`src/rtl/dmem_lsu_ctrl.sv`:
```
// Load/store unit between core and a word-wide data memory: byte/half/word access, sign/zero extend, RMW sub-word stores.
// Latency: load and word store 2 cycles, byte/half store 3 cycles, errors 1 cycle (acceptance edge to response pulse).
// Backpressure: one request in flight; o_req_ready is high only in IDLE, and the response pulse cannot be stalled.
// Optional macro LSU_MISALIGN_CHK_EN turns misaligned half/word accesses into error responses.
module dmem_lsu_ctrl #(
    parameter int DATA_WIDTH = 32,
    parameter int ADDR_WIDTH = 32
) (
    input  logic                  i_clk,
    input  logic                  i_rst,
    input  logic                  i_req_valid,
    output logic                  o_req_ready,
    input  logic                  i_req_we,
    input  logic [1:0]            i_req_size,
    input  logic                  i_req_unsigned,
    input  logic [ADDR_WIDTH-1:0] i_req_addr,
    input  logic [DATA_WIDTH-1:0] i_req_wdata,
    output logic                  o_rsp_valid,
    output logic [DATA_WIDTH-1:0] o_rsp_rdata,
    output logic                  o_rsp_err,
    output logic                  o_mem_ld,
    output logic                  o_mem_st,
    output logic [ADDR_WIDTH-1:0] o_mem_addr,
    output logic [DATA_WIDTH-1:0] o_mem_wdata,
    input  logic [DATA_WIDTH-1:0] i_mem_rdata
);

    typedef enum logic [2:0] {
        IDLE,
        LOAD,
        STORE,
        RMW_RD,
        RMW_WR,
        RESP
    } state_t;

    typedef struct packed {
        logic                  we;
        logic [1:0]            size;
        logic                  uns;
        logic [ADDR_WIDTH-1:0] addr;
        logic [DATA_WIDTH-1:0] wdata;
    } req_t;

    state_t                state_q, state_d;
    req_t                  req_q;
    logic                  err_q;
    logic [DATA_WIDTH-1:0] rdata_q;
    logic [DATA_WIDTH-1:0] word_q;

    logic                  accept;
    logic                  req_err;
    logic [7:0]            lane_byte;
    logic [15:0]           lane_half;
    logic [DATA_WIDTH-1:0] load_ext;
    logic [DATA_WIDTH-1:0] merged;

    assign accept = i_req_valid && o_req_ready;

    always_comb begin
        req_err = (i_req_size == 2'b11);
`ifdef LSU_MISALIGN_CHK_EN
        if (i_req_size == 2'b01 && i_req_addr[0])
            req_err = 1'b1;
        if (i_req_size == 2'b10 && i_req_addr[1:0] != 2'b00)
            req_err = 1'b1;
`endif
    end

    // Lane selection uses the latched address; misaligned low bits are simply dropped.
    always_comb begin
        lane_byte = 8'h00;
        case (req_q.addr[1:0])
            2'b00:   lane_byte = i_mem_rdata[7:0];
            2'b01:   lane_byte = i_mem_rdata[15:8];
            2'b10:   lane_byte = i_mem_rdata[23:16];
            default: lane_byte = i_mem_rdata[31:24];
        endcase
        lane_half = req_q.addr[1] ? i_mem_rdata[31:16] : i_mem_rdata[15:0];
        case (req_q.size)
            2'b00:   load_ext = {{(DATA_WIDTH-8){~req_q.uns & lane_byte[7]}}, lane_byte};
            2'b01:   load_ext = {{(DATA_WIDTH-16){~req_q.uns & lane_half[15]}}, lane_half};
            default: load_ext = i_mem_rdata;
        endcase
    end

    always_comb begin
        merged = word_q;
        case (req_q.size)
            2'b00: begin
                case (req_q.addr[1:0])
                    2'b00:   merged[7:0]   = req_q.wdata[7:0];
                    2'b01:   merged[15:8]  = req_q.wdata[7:0];
                    2'b10:   merged[23:16] = req_q.wdata[7:0];
                    default: merged[31:24] = req_q.wdata[7:0];
                endcase
            end
            2'b01: begin
                if (req_q.addr[1])
                    merged[31:16] = req_q.wdata[15:0];
                else
                    merged[15:0] = req_q.wdata[15:0];
            end
            default: merged = req_q.wdata;
        endcase
    end

    always_comb begin
        state_d = state_q;
        case (state_q)
            IDLE: begin
                if (accept) begin
                    if (req_err)
                        state_d = RESP;
                    else if (!i_req_we)
                        state_d = LOAD;
                    else if (i_req_size == 2'b10)
                        state_d = STORE;
                    else
                        state_d = RMW_RD;
                end
            end
            LOAD:    state_d = RESP;
            STORE:   state_d = RESP;
            RMW_RD:  state_d = RMW_WR;
            RMW_WR:  state_d = RESP;
            RESP:    state_d = IDLE;
            default: state_d = IDLE;
        endcase
    end

    always_ff @(posedge i_clk or posedge i_rst) begin
        if (i_rst) begin
            state_q <= IDLE;
            req_q   <= '0;
            err_q   <= 1'b0;
            rdata_q <= '0;
            word_q  <= '0;
        end else begin
            state_q <= state_d;
            if (accept) begin
                req_q.we    <= i_req_we;
                req_q.size  <= i_req_size;
                req_q.uns   <= i_req_unsigned;
                req_q.addr  <= i_req_addr;
                req_q.wdata <= i_req_wdata;
                err_q       <= req_err;
                rdata_q     <= '0;
            end
            if (state_q == LOAD)
                rdata_q <= load_ext;
            if (state_q == RMW_RD)
                word_q <= i_mem_rdata;
        end
    end

    always_comb begin
        o_req_ready = (state_q == IDLE) && !i_rst;
        o_rsp_valid = 1'b0;
        o_rsp_rdata = '0;
        o_rsp_err   = 1'b0;
        o_mem_ld    = 1'b0;
        o_mem_st    = 1'b0;
        o_mem_addr  = '0;
        o_mem_wdata = '0;
        case (state_q)
            LOAD, RMW_RD: begin
                o_mem_ld   = 1'b1;
                o_mem_addr = {req_q.addr[ADDR_WIDTH-1:2], 2'b00};
            end
            STORE, RMW_WR: begin
                o_mem_st    = 1'b1;
                o_mem_addr  = {req_q.addr[ADDR_WIDTH-1:2], 2'b00};
                o_mem_wdata = merged;
            end
            RESP: begin
                o_rsp_valid = 1'b1;
                o_rsp_rdata = rdata_q;
                o_rsp_err   = err_q;
            end
            default: ;
        endcase
    end

endmodule

```
`config.mk`:
```
export PLATFORM = sky130hd
export DESIGN_NAME = dmem_lsu_ctrl
export DESIGN_NICKNAME = d
export VERILOG_FILES = /design/src/rtl/dmem_lsu_ctrl.sv
export SDC_FILE = /design/constraint.sdc
export NUM_CORES = 1
export LEC_CHECK = 0
export BUFFER_PORTS_ARGS = -buffer_cell sky130_fd_sc_hd__buf_2
export CORE_AREA = 2 2 102 128
export DETAILED_ROUTE_END_ITERATION = 7
export DIE_AREA = 0 0 104 130
export PLACE_DENSITY = 0.87
export SYNTH_ARGS = -nofsm -noshare
export SYNTH_HDL_FRONTEND = slang
export SYNTH_SLANG_ARGS = --single-unit
export TNS_END_PERCENT = 5
```
`constraint.sdc`:
```
create_clock -name i_clk -period 7.04 [get_ports i_clk]
set_input_delay 1.408 -clock i_clk [delete_from_list [all_inputs] [get_ports i_clk]]
set_output_delay 1.408 -clock i_clk [all_outputs]
set_load 0.01 [all_outputs]
```
; Word level (Yosys, flattened, before mapping)
; Index checks and enable logic that the tools add are counted.
[word_totals]
ram_bits = 0
elab_cells = 58
mem_count = 0
output_inout_bits = 101
register_bits = 135
latch_bits = 0
romBits = 0
[op_classes]
add_sub_neg = 0
multipliers = 0
mux = 24
div_mod_pow = 0
n_shift = 0
n_eq_ne = 11
n_lt_le_gt_ge = 0
bitwise_logic = 3
reduce_logical = 12
[op_table]
columns = cell, count
row1 = 32-bit 2-to-1 mux, 5
row2 = 32-bit case mux with 2 select lines, 2
row3 = 16-bit 2-to-1 mux, 3
row4 = 8-bit 2-to-1 mux, 4
row5 = 8-bit case mux with 3 select lines, 1
row6 = 3-bit case mux with 3 select lines, 1
row7 = "2-bit equality test, second input constant", 3
row8 = "3-bit by 2-bit equality test with 1-bit output, second input constant", 2
row9 = "3-bit equality test, second input constant", 2
row10 = 3-bit 2-to-1 mux, 2
row11 = 3-bit OR reduction, 2
row12 = 1-bit 2-to-1 mux, 5
row13 = "2-bit by 1-bit equality test with 1-bit output, second input constant", 2
row14 = 2-bit logical NOT, 2
row15 = 2-bit OR reduction, 2
row16 = 4-bit OR reduction, 1
row17 = "3-bit by 1-bit equality test with 1-bit output, second input constant", 1
row18 = 3-bit logical NOT, 1
row19 = 1-bit AND, 2
row20 = 1-bit logical AND, 2
row21 = 2-bit 2-to-1 mux, 1
row22 = "2-bit inequality test, second input constant", 1
row23 = 2-bit nonzero test, 1
row24 = 1-bit logical NOT, 1
row25 = 1-bit inverter, 1

; Longest topological paths before layout
[depth]
ltp_word = 6
depth_mapped = 7
ltp_nobuf = 5

; Worst setup path after synthesis
; Ideal clock, no wire load.
[synth_timing]
path_kind = input port to output port
start = input i_rst
end = output o_req_ready
setup_slack_ns = 3.871
path_stages = 1
arrival_ns = 1.761
n_path_buf = 0
path_cell_list = nor4_1
[synth_via]
elab_chain_cells = 2
[synth_lines]
columns = element, line_no
row1 = "start, declared", 10  ; input logic i_rst,
row2 = 1-bit logical NOT, 158  ; o_req_ready = (state_q == IDLE) && !i_rst;
row3 = 1-bit logical AND, 158
row4 = "end, declared", 12  ; output logic o_req_ready,
; Every way passes these cells.

; Worst setup path after layout
[layout_timing]
start = register req_q[66] (netlist bit)
end = output o_mem_wdata[15]
[layout_via]
elab_chain_cells = 3
elab_cells_between_ends = 4
cone_classes = 1 x eq/ne / 2 x mux / 1 x reduce/logical
[layout_lines]
columns = element, line_no
row1 = "start, declared", 46  ; req_t req_q;
row2 = 2-bit by 1-bit equality test with 1-bit output / 2-bit logical NOT (equally long branches), 89  ; case (req_q.size)
row3 = 32-bit case mux with 2 select lines (*), 89
row4 = 32-bit 2-to-1 mux (*), 166  ; case (state_q)
row5 = "end, declared", 24  ; output logic [DATA_WIDTH-1:0] o_mem_wdata,
; Mark *: on every way between the ends. The rest lies on a longest branch, timed or not.

==> summary.txt <==
Floorplanning
  – Core area: around 12000 um^2
  – I/O Pins: a little over 200
  – DIE AREA: approximately 14000 um^2
  – Die W: ~100 um
  – Die Ht: 130 um
  – Num rows: 46
  – Starting Density: 0.543

Critical path
  – Worst setup EP type: output port
  – Largest fanout on the critical path: 28
  – CP Data Required Time: about 5.6 ns
  – Startpoint Class: flop
  – R2r startpoint: req_q[65]
  – Worst endpoint data arrival time: roughly 2.9 ns
  – Worst R2R Path Depth: 5
  – Slack of the worst reg-to-reg path: between 4 and 5 ns
  – FF-to-FF End: rdata_q[6]
  – Crit Path Class: reg2out

Power and ir drop
  – Maximum vdd drop: just over 0.3 mV
  – Static leakage: 4.16 nW
  – Pwr Density: 495 nW/um^2

Timing
  – Hold Vio Cnt, Final: 0
  – Slew @ Worst Pin: a little over 1 ns
  – Worst Skew: 0.00743 ns
  – Fmax: 235 MHz
  – Final worst slack: approximately 2.8 ns
  – Min Tclk post-route: between 4 and 5 ns
  – Final setup TNS: 0 ns
  – RSZ-0062 raised after global routing: no
  – Slew Limit Fails: 0
  – Max-slew headroom: 0.308
  – Final setup vio count: 0
  – Final period utilization: 0.605

Finish
  – Nets@finish: ~880
  – Finished Cell Area: 8400 um^2
  – Area Growth Syn to Fin: 24.3%
  – Antenna cells: 0
  – Ratio of cells with drive above 1 in the final layout: 0.457
  – Post-layout util: 0.675

Global routing
  – Initial antenna violation count: 0
  – First-pass GRT wire length: 31.1 mm
  – Largest net degree at the start of global routing: between 70 and 80
  – Number of global-route vias before repair: roughly 5700
  – GRT overflow: 0
  – Gr usage total: 0.300

Yosys
  – Post-synthesis sequential area ratio: 0.500
  – Top FF cell, synth: dfrtp_1
  – Flops & latches, synth: between 100 and 150
  – Post-Syn Area per Cell: 11.3 um^2
  – Post-synth EDFFs: 0
  – Netlist cell types: 44
  – Cells after Synth: just under 600
  – Synth warn: 0
  – Ys async rst share: 1.00
  – Cell Area, Synth: between 6000 and 7000 um^2

Worst hold path
  – Worst hold-check path type: reg2reg
  – Hold EP: rdata_q[13]
  – Hold path start: rdata_q[13]
  – Worst hold stages: 1

Placement
  – Buffers added on ports: 201
  – Placed Area: 7800 um^2
  – HPWL after DPL: around 15 mm
  – Pre-CTS setup slack: 3.29 ns
  – Routability Congestion: roughly 0.90

Routing
  – Wire length per cell: 21.2 um
  – Post-Route WL: roughly 20 mm
  – Antenna Violating Nets Remaining: 0
  – Vias per std cell: slightly below 6
  – DRC Markers: 0
  – DRT iter0 DRCs: 540
  – Via Count: 5639
  – Pre-Repair DR Iteration Count: 5

Clocking
  – Setup Fix Bufs, Post-CTS: 0
  – Worst-skew pair later-pin latency: 0.42 ns
  – Max clock buf depth: 2
  – CTS tree: built
  – CTS Root Buffer Type: clkbuf_16
  – CTS Hold Bufs: 0
  – Clock sink count: approximately 140
  – Post-cts sizing count: 0
  – Clock slew at reported path FFs: roughly 0.060 ns
  – H-Tree Level Count: 4
  – Num CTS Buffers: 17

Run status
  – Status: completed

Flow run
  – MaxCap Viol Count: 0
-- power breakdown --
part           switching, W  internal [W]
combinational      0.000938      0.000844
clock              0.000333      0.000562
sequential         0.000339       0.00114
-- registers in the layout (all words and copies together), names as in the netlist --
signal and flops:
err_q 1, state_q 3, word_q 32, req_q 67, rdata_q 32
-- routing by layer --
metal,global-route usage,share of wire,vias to the layer above
li1,-,-,2512
met1,0.362,0.39,2776
met2,0.515,0.51,294
met3,0.0594,0.061,57
met4,0.155,0.040,0
met5,0,0,-
-- placed cells by master (no fill, tap or decap), types with 2 or more instances in the layout --
cell type and instances:
buf_2 201, dfrtp_1 135, mux2_2 108, and2_1 64, nand2_1 36, nor2_1 36
o21ai_0 22, nand3_1 18, clkbuf_16 17, a221oi_1 16, a221o_1 15, a222oi_1 14
a21o_1 10, inv_1 8, a311oi_1 8, mux2i_1 8, a22o_1 7, buf_4 7
clkinv_2 5, nor2b_1 4, nand2b_1 4, o21ai_1 4, a21oi_1 3, a22oi_1 3
bufinv_16 3, clkinvlp_4 3, inv_2 2, conb_1 2
-- worst max-delay path, stage by stage, from the launching register on --
cell and delay (ns):
dfrtp_1 0.93, inv_2 0.42, and3_1 0.40, a222oi_1 0.41
nor2_1 0.08, buf_2 0.18
-- synthesized netlist by cell type (4+ instances only) --
| master | number | area share |
|---|---|---|
| inv_1 | 9 | 0.0050 |
| buf_1 | 4 | 0.0022 |
| o21ai_1 | 4 | 0.0030 |
| dfrtp_1 | 135 | 0.50 |
| buf_2 | 14 | 0.010 |
| a221o_1 | 15 | 0.022 |
| a22o_1 | 7 | 0.0091 |
| a222oi_1 | 14 | 0.021 |
| mux2_2 | 108 | 0.18 |
| clkbuf_1 | 29 | 0.016 |
| mux2i_1 | 8 | 0.012 |
| nor2_1 | 37 | 0.021 |
| o21ai_0 | 22 | 0.016 |
| and2_1 | 64 | 0.059 |
| a21o_1 | 10 | 0.011 |
| nor2b_1 | 4 | 0.0037 |
| nand3_1 | 18 | 0.013 |
| nand2b_1 | 4 | 0.0037 |
| a311oi_1 | 8 | 0.010 |
| nand2_1 | 37 | 0.021 |
| a221oi_1 | 16 | 0.021 |
-- cells by family (layout without fill, tap and decap cells) --
| group | after synthesis | count (layout) | synth area share |
|---|---|---|---|
| AOI/OAI and AO/OA | 108 | 108 | 0.126 |
| xor gates and xnor gates | 1 | 1 | 0.00130 |
| buffers and inverters | 62 | 250 | 0.0404 |
| DFF | 135 | 135 | 0.500 |
| muxes | 118 | 118 | 0.199 |
| other | 1 | 2 | 0.000555 |
| and+or+nand+nor | 172 | 172 | 0.133 |
-- stage by stage --
step	hold WS, ns	power [W]	instances
2_1_floorplan	0.441	0.00262	598
3_3_place_gp	0.454	0.00315	923
3_5_place_dp	0.463	0.00323	923
4_1_cts	0.478	0.00415	954
5_1_grt	0.496	0.00439	954
6_report	0.474	0.00416	954
-- worst max-delay path by stage --
stage                   start              end
global route        req_q[66]  o_mem_wdata[15]
CTS                 req_q[66]  o_mem_wdata[15]
floorplan               i_rst            err_q
finish              req_q[66]  o_mem_wdata[15]
global placement    req_q[66]  o_mem_wdata[15]
detailed placement  req_q[66]  o_mem_wdata[15]
-- final cells by class --
type / count / area [um^2]
tap: 168 / 210
clock inverter: 13 / 155
inverter: 11 / 43.8
timing repair buffer: 208 / 1060
sequential: 135 / 3380
clock buffer: 18 / 439
multi-input combinational: 401 / 3110
fill: 980 / 4040
Power figures use the tool's default switching activity.
